[config.mk]
export PLATFORM = sky130hd
export DESIGN_NAME = fixed_to_float_normaliser
export DESIGN_NICKNAME = d
export VERILOG_FILES = /design/src/rtl/fixed_to_float_normaliser.sv
export SDC_FILE = /design/constraint.sdc
export NUM_CORES = 1
export LEC_CHECK = 0
export ABC_CLOCK_PERIOD_IN_PS = 2600
export BUFFER_PORTS_ARGS = -buffer_cell sky130_fd_sc_hd__buf_2
export CORE_MARGIN = 3
export CORE_UTILIZATION = 50
export DETAILED_ROUTE_END_ITERATION = 12
export PLACE_DENSITY = 0.78
export SYNTH_ARGS = -nofsm -noshare
export SYNTH_HDL_FRONTEND = slang
export SYNTH_SLANG_ARGS = --single-unit
[constraint.sdc]
create_clock -name clk -period 2.6 [get_ports clk]
set_input_delay 0.39 -clock clk [delete_from_list [all_inputs] [get_ports clk]]
set_output_delay 0.39 -clock clk [all_outputs]
set_load 0.03 [all_outputs]
[src/rtl/fixed_to_float_normaliser.sv]
// Converts a signed fixed-point word into an IEEE-754 single-precision value.
// A leading-zero normaliser shifts one bit per cycle, then packs the result. Only one conversion is in flight.
module fixed_to_float_normaliser #(
    parameter int INTEGER_WIDTH    = 4,
    parameter int FRACTIONAL_WIDTH = 20,
    parameter int FIXED_WIDTH      = INTEGER_WIDTH + FRACTIONAL_WIDTH,
    parameter int FLOAT_WIDTH      = 32
) (
    input  logic                   clk,
    input  logic                   rst,
    input  logic                   in_valid,
    output logic                   in_ready,
    input  logic [FIXED_WIDTH-1:0] in_fixed,
    output logic                   out_valid,
    input  logic                   out_ready,
    output logic [FLOAT_WIDTH-1:0] out_float,
    output logic                   busy
);

    if (FIXED_WIDTH > 24) begin : g_fixed_width_check
        $error("fixed_to_float_normaliser: FIXED_WIDTH must be <= 24");
    end
    if (FLOAT_WIDTH != 32) begin : g_float_width_check
        $error("fixed_to_float_normaliser: FLOAT_WIDTH must be 32");
    end

    localparam int K_WIDTH = ($clog2(FIXED_WIDTH) > 5) ? $clog2(FIXED_WIDTH) : 5;
    localparam logic [K_WIDTH-1:0] K_ONE = 1;
    // Exponent when the leading one already sits in the top bit (k == 0).
    localparam logic [7:0] EXP_BASE = 8'(127 + FIXED_WIDTH - 1 - FRACTIONAL_WIDTH);

    typedef enum logic [1:0] {
        IDLE = 2'd0,
        NORM = 2'd1,
        OUT  = 2'd2
    } state_t;

    state_t                 state;
    logic                   sign;
    logic [FIXED_WIDTH-1:0] mag;
    logic [K_WIDTH-1:0]     k;

    logic [FIXED_WIDTH-1:0] in_mag;
    logic [7:0]             exp_val;
    logic [22:0]            mant;

    // The most negative input negates to 2^(W-1), which is still correct as an unsigned magnitude.
    assign in_mag  = in_fixed[FIXED_WIDTH-1] ? -in_fixed : in_fixed;
    assign exp_val = EXP_BASE - 8'(k);

    if (FIXED_WIDTH == 24) begin : g_mant_full
        assign mant = mag[22:0];
    end else begin : g_mant_pad
        assign mant = {mag[FIXED_WIDTH-2:0], {(24 - FIXED_WIDTH){1'b0}}};
    end

    assign in_ready = (state == IDLE);
    assign busy     = (state != IDLE);

    always_ff @(posedge clk) begin
        if (rst) begin
            state     <= IDLE;
            sign      <= 1'b0;
            mag       <= '0;
            k         <= '0;
            out_valid <= 1'b0;
            out_float <= '0;
        end else begin
            case (state)
                IDLE: begin
                    if (in_valid) begin
                        if (in_fixed == '0) begin
                            out_float <= '0;
                            out_valid <= 1'b1;
                            state     <= OUT;
                        end else begin
                            sign  <= in_fixed[FIXED_WIDTH-1];
                            mag   <= in_mag;
                            k     <= '0;
                            state <= NORM;
                        end
                    end
                end
                NORM: begin
                    if (mag[FIXED_WIDTH-1]) begin
                        out_float <= {sign, exp_val, mant};
                        out_valid <= 1'b1;
                        state     <= OUT;
                    end else begin
                        mag <= mag << 1;
                        k   <= k + K_ONE;
                    end
                end
                OUT: begin
                    if (out_ready) begin
                        out_valid <= 1'b0;
                        state     <= IDLE;
                    end
                end
                default: begin
                    out_valid <= 1'b0;
                    state     <= IDLE;
                end
            endcase
        end
    end

endmodule
==> run_results.csv, run 1 <==
group,metric,value,unit
outcome,status,"finished, final reports clean",
setup_path,r2r-start,"mag[23]",
sta,min_period_over_period,94.0,%
power,powerDensity,610,nW/um^2
drt,totalWireLength,9730,um
logic_synthesis,synth-seq-area-share,36.1,%
die,die_height,90.9,um
hold_path,whs_endpoint,"out_float[31]",
setup_path,r2r_end,"mag[10]",
hold_path,min_path_type,"in -> reg",
logic_synthesis,synth-seq-cells,65,
power,ir_drop,0.000394,V
cts,tritoncts,"done",
drt,ant_nets,0,
grt,grt.total_usage,23.9,%
setup_path,rrSetupSlack,0.52,ns
cts,clock_latency,0.34,ns
cts,clk_pin_slew_worst_paths,0.07,ns
setup_path,cpPeakStageDelay,0.51,ns
drt,via_count,3670,
flow_run,cap_violations,0,
layout,postLayoutCoreUtil,62.4,%
cts,cts_buffers,9,
grt,grt_overflow,0,
hold_path,hold_depth,2,
logic_synthesis,synth-edff-count,0,
sta,rsz0062_at_grt,"no",
layout,drive_gt1_share,24.5,%
cts,cts-root-buf,"clkbuf_8",
setup_path,startpoint_type,"primary input",
grt,grt_util_met2,37.2,%
sta,layout_setup_ws,0.157,ns
cts,cts_resized,0,
drt,drc,0,
layout,antennaDiodeCount,0,
logic_synthesis,synth.cell_area,3600,sq um
setup_path,crit_fanout,3,
drt,via_per_inst,6.14,
cts,htree_levels,3,
drt,first_pass_iters,5,
layout,fillers,628,
cts,clock-sinks,65,
setup_path,worstSetupPathType,"in -> reg",
setup_path,cp_top_family,"simple AND/OR/NAND/NOR gates",
sta,worst_slew_pin_slew,0.762,ns
power,power_frac_clock,37.9,%
place,io_buffers,62,
hold_path,worstHoldStart,"rst",
grt,grt_pass1_vias,3263,
setup_path,crit_chain,"buf_2 > inv_1 > ha_1 > or4b_1 > nor4_2 > mux2_2 > a2111oi_0 > a21oi_1",
logic_synthesis,postSynthAreaPerCell,8.26,sq um
die,core-area,6910,sq um
die,rows,30,
place,dp_slack,-0.156,ns
layout,fin_nets,527,
die,start_util,52.1,%
logic_synthesis,yosysMostFrequentCell,"a21oi_1",
drt,wl_per_cell,16.3,um
die,dieArea,8260,sq um
sta,slew_headroom,49.2,%
grt,grt_max_degree,55,
grt,met1_usage,31.4,%
power,p_total,2.63,mW
logic_synthesis,yosys-top-cells-count,"a21oi_1, dfxtp_1, nor2_1",
sta,clock_skew,0.0109,ns
power,p_sw_share,28.7,%
power,comb_power_share,19.0,%
setup_path,crit_buf_inv,2,
cts,hold_buffers,0,
grt,antenna_found_initial,0,
drt,drt-initial-drc-count,276,
place,place_area,4070,sq um
cts,cts.path.max_buffers,2,
layout,area_growth,19.7,%
grt,grtUsageMet3,6.17,%
logic_synthesis,async_reset_ff_share,0,%
setup_path,ff2ff_path_depth,5,
sta,max_freq,409,MHz
setup_path,cp.required,2.81,ns
logic_synthesis,yosys_warnings,0,
place,dpl.hpwl,6950,um
setup_path,end_kind,"register",
sta,maxSlewViolCount,0,
logic_synthesis,syn-num-nets,466,
die,ios,63,
logic_synthesis,synthFlopType,"dfxtp_1",
logic_synthesis,synth_top_area_cell,"dfxtp_1",
setup_path,cp_slowest_cell,"or4b_1",
layout,fin_area,4310,sq um
sta,whs,0.293,ns
power,power_leakage,1.63,nW
logic_synthesis,netlist.area_leader.share,36.1,%
place,placedCellCount,582,
power,intPower,1.87,mW
power,p_seq_share,43.2,%
setup_path,arrival,2.65,ns
place,gp_congestion,0.884,
sta,finalSetupTns,0,ns
logic_synthesis,synth_cell_types,63,
sta,finalSetupViolations,0,
sta,min_period,2.44,ns
cts,postCtsSetupBuffers,0,
sta,hold_viol,0,
logic_synthesis,netlist_instances,436,
power,switchingPower,0.755,mW
die,fp.dieW,90.9,um
layout,fin_cells,598,
grt,grt-busiest-layer,"met2",
logic_synthesis,netlist_top_cells_area,"dfxtp_1, a21oi_1, a211oi_1",
grt,grt_pass1_wl,16100,um
power groups by stage:
stage,Combinational [mW],Clock (mW),Sequential [mW]
6_report,0.499,0.994,1.13
2_1_floorplan,0.326,0,1.14
3_5_place_dp,0.492,0,1.15
5_1_grt,0.547,1.05,1.14
3_3_place_gp,0.482,0,1.15
4_1_cts,0.495,1.02,1.13
kinds of logic (layout without fill, tap and decap cells):
family                   after synthesis  in the layout  synth area share, %
AO/OA/AOI/OAI                        192            192                 35.3
AND/OR/NAND/NOR                      108            108                 16.1
flip-flops                            65             65                 36.1
buffers and inverters                 46            112                 5.94
XOR/XNOR                              16             16                 3.89
multiplexers                           7              7                 1.98
adder cells (fa/ha/maj)                2              2                0.695
worst max path at each step:
stage                 from       to  cells past startpoint
2_1_floorplan  in_fixed[0]  mag[18]                      8
3_3_place_gp   in_fixed[0]  mag[18]                      8
3_5_place_dp   in_fixed[0]  mag[18]                      8
4_1_cts        in_fixed[0]  mag[18]                      8
5_1_grt        in_fixed[0]  mag[18]                      8
6_report       in_fixed[0]  mag[18]                      8
cells in the final DEF, fill, tap and decap left out, types with 7 or more instances in the layout:
cell	count
a21oi_1	76
dfxtp_1	65
buf_2	62
nor2_1	30
a211oi_1	28
o21ai_0	26
buf_4	23
nand2_1	22
clkbuf_8	12
nand3_1	11
xnor2_1	9
inv_1	8
or4_1	7
nor3_1	7
xor2_1	7
per-layer routing:
layer	share of wire, %	vias up	routed length, um
met3	7.1	23	687
met5	0	-	0
li1	-	1787	-
met4	3.3	0	325
met1	43	1717	4150
met2	47	143	4560
registers in the layout, indices dropped and copies added (netlist names):
register and count:
k 5, mag 24, out_float 32, out_valid 1
sign 1, state 2
area by class of cell:
type	instances	area, sq um	share of cell area [%]
Tap cell	96	120	2.79
Timing Repair Buffer	87	523	12.1
Clock buffer	12	165	3.83
Inverter	9	33.8	0.784
Multi-Input combinational cell	325	2090	48.6
Sequential cell	65	1300	30.2
Clock inverter	4	73.8	1.71
Note: power is estimated with default switching activity, not from simulation.
==> run 2: changes to the inputs <==
- ABC_AREA: default -> 1
==> run 2 against run 1 <==
Sequential power grew 9.7%. Register-to-register slack gained 0.09 ns. Sequential cell count is the same. Via count grew 3.1%. Cell area shrank 4.4%. Critical path depth shrank 1. Combinational power grew 120%. Utilization shrank 2.1 points. Largest cell class unchanged. Largest power group unchanged.
==> run_results.csv, run 2 <==
group,metric,value,unit
outcome,status,"finished, final reports clean",
die,ios,63,
power,power_frac_clock,29.0,%
logic_synthesis,yosysMostFrequentCell,"nor2_1",
logic_synthesis,postSynthAreaPerCell,6.26,sq um
die,core-area,6830,sq um
grt,grt_max_degree,38,
sta,maxSlewViolCount,0,
sta,slew_headroom,36.6,%
layout,top_register,"out_float",
logic_synthesis,synth.cell_area,3550,sq um
cts,cts_resized,0,
drt,via_count,3785,
logic_synthesis,synth_cell_types,30,
setup_path,end_kind,"register",
power,switchingPower,1.24,mW
place,dpl.hpwl,6840,um
sta,whs,0.343,ns
sta,rsz0062_at_grt,"no",
logic_synthesis,yosys-top-cells-count,"nor2_1, nand2_1, dfxtp_1",
power,ir_drop,0.000573,V
layout,drive_gt1_share,16.8,%
hold_path,min_path_type,"in -> reg",
flow_run,cap_violations,0,
die,dieArea,8140,sq um
power,p_seq_share,37.9,%
layout,largest_reg_flops,32,
cts,cts.path.max_buffers,2,
sta,min_period_over_period,76.6,%
layout,area_growth,16.2,%
sta,min_period,1.99,ns
logic_synthesis,synth_top_area_cell,"dfxtp_1",
sta,hold_viol,0,
cts,cts_buffers,9,
drt,wl_per_cell,13.0,um
sta,clock_skew,0.00822,ns
drt,totalWireLength,9400,um
setup_path,crit_fanout,22,
setup_path,r2r_end,"k[3]",
layout,layout_common_cells,"nor2_1, nand2_1, dfxtp_1",
grt,grt.total_usage,23.8,%
cts,clock_latency,0.35,ns
hold_path,worstHoldStart,"in_fixed[22]",
grt,grt_pass1_wl,16100,um
logic_synthesis,netlist_top_cells_area,"dfxtp_1, nor2_1, nand2_1",
logic_synthesis,synth-seq-cells,65,
die,start_util,51.9,%
setup_path,cp-startpoint,"state[1]",
logic_synthesis,async_reset_ff_share,0,%
logic_synthesis,syn-num-nets,596,
sta,max_freq,502,MHz
setup_path,rrSetupSlack,0.61,ns
die,die_height,90.2,um
layout,layout_commonest_cell,"nor2_1",
cts,clock-sinks,65,
cts,clk_pin_slew_worst_paths,0.07,ns
drt,ant_nets,0,
logic_synthesis,netlist.area_leader.share,36.7,%
sta,finalSetupTns,0,ns
power,intPower,2.04,mW
die,rows,30,
logic_synthesis,yosys_warnings,0,
power,powerDensity,796,nW/um^2
cts,tritoncts,"done",
cts,postCtsSetupBuffers,0,
grt,grt_pass1_vias,3473,
setup_path,cp.required,2.84,ns
layout,top_regs,"out_float x32, mag x24, k x5",
drt,drt-initial-drc-count,316,
power,comb_power_share,33.1,%
place,io_buffers,62,
logic_synthesis,synth-edff-count,0,
grt,grt_overflow,0,
die,fp.dieW,90.2,um
setup_path,crit_end,"k[3]",
setup_path,startpoint_type,"register",
setup_path,ff2ff_path_depth,7,
drt,drc,0,
power,power_leakage,1.95,nW
cts,hold_buffers,0,
setup_path,r2r-start,"state[1]",
power,p_sw_share,37.7,%
grt,antenna_found_initial,0,
place,gp_congestion,0.880,
setup_path,worstSetupPathType,"reg -> reg",
sta,worst_slew_pin_slew,0.949,ns
sta,finalSetupViolations,0,
power,p_total,3.28,mW
cts,cts-root-buf,"clkbuf_8",
drt,first_pass_iters,7,
setup_path,arrival,2.23,ns
layout,antennaDiodeCount,0,
logic_synthesis,synthFlopType,"dfxtp_1",
cts,htree_levels,3,
logic_synthesis,synth-seq-area-share,36.7,%
drt,via_per_inst,5.25,
layout,fin_nets,650,
logic_synthesis,netlist_instances,566,
## run 2: changes by cell type in the layout (fill, tap and decap cells not counted), moves of 7 or more
| cell | before | now |
|---|---|---|
| xnor2_1 | 9 | 0 |
| or4_1 | 7 | 0 |
| a21oi_1 | 76 | 49 |
| buf_4 | 23 | 6 |
| a211oi_1 | 28 | 0 |
| nand2_1 | 22 | 112 |
| nor2_1 | 30 | 121 |
| inv_1 | 8 | 53 |
| o21ai_0 | 26 | 52 |
| xor2_1 | 7 | 0 |
| nand3_1 | 11 | 47 |
## run 2: logic make-up (layout without fill, tap and decap cells)
group / Yosys count / after routing / share of synthesized area (%)
AND/OR/NAND/NOR: 311 / 311 / 37.4
flip-flops: 65 / 65 / 36.7
adder cells (fa/ha/maj): 2 / 2 / 0.706
AO/OA/AOI/OAI: 106 / 106 / 15.2
buffers and inverters: 82 / 141 / 9.99
## run 2: layout make-up
| cell class | instances | area, sq um |
|---|---|---|
| fillers | 697 | 2710 |
| flip-flops and latches | 65 | 1300 |
| well taps | 96 | 120 |
| repair buffers | 69 | 375 |
| inverters | 56 | 213 |
| clock inverters | 5 | 78.8 |
| multi-input cells | 419 | 1890 |
| clock buffers | 11 | 141 |
## run 2: worst max-delay path, cell delays in order (launching register included)
cell and delay (ns):
dfxtp_1 0.47, nor2_2 0.14, inv_2 0.11, nor2_2 0.05, nor2_1 0.23, nand3_2 0.48, o21ai_0 0.35, nor2_1 0.06
## run 2: worst min path at each step
stage                         end  slack (ns)  depth (start not counted)
global route              mag[22]        0.37                          4
global placement           mag[0]        0.45                          2
detailed placement  out_float[24]        0.46                          2
finish                    mag[22]        0.34                          4
floorplan                  mag[0]        0.44                          2
CTS                       mag[22]        0.35                          4
## run 2: power by group through the flow
stage | logic (mW) | registers, mW | clock network [mW]
2_1_floorplan | 0.712 | 1.36 | 0
3_3_place_gp | 1.06 | 1.26 | 0
3_5_place_dp | 1.08 | 1.27 | 0
4_1_cts | 1.08 | 1.24 | 0.958
5_1_grt | 1.22 | 1.27 | 1.00
6_report | 1.08 | 1.24 | 0.952
## run 2: per-stage QoR
stage | setup WS [ns] | cells | utilization (%) | cell area [sq um]
floorplan | 0.824 | 566 | - | 3550
detailed placement | 0.296 | 705 | 57.1 | 3900
finish | 0.609 | 721 | 60.3 | 4120
global placement | 0.379 | 705 | 57.1 | 3900
CTS | 0.624 | 721 | 60.3 | 4120
global route | 0.394 | 721 | 60.3 | 4120
## run 2: metal layers
layer	routed length (um)	vias to the layer above	global-route usage, %
li1	-	1932	-
met1	4240	1698	31.0
met2	4390	129	38.5
met3	495	26	4.60
met4	274	0	10.1
met5	0	-	0
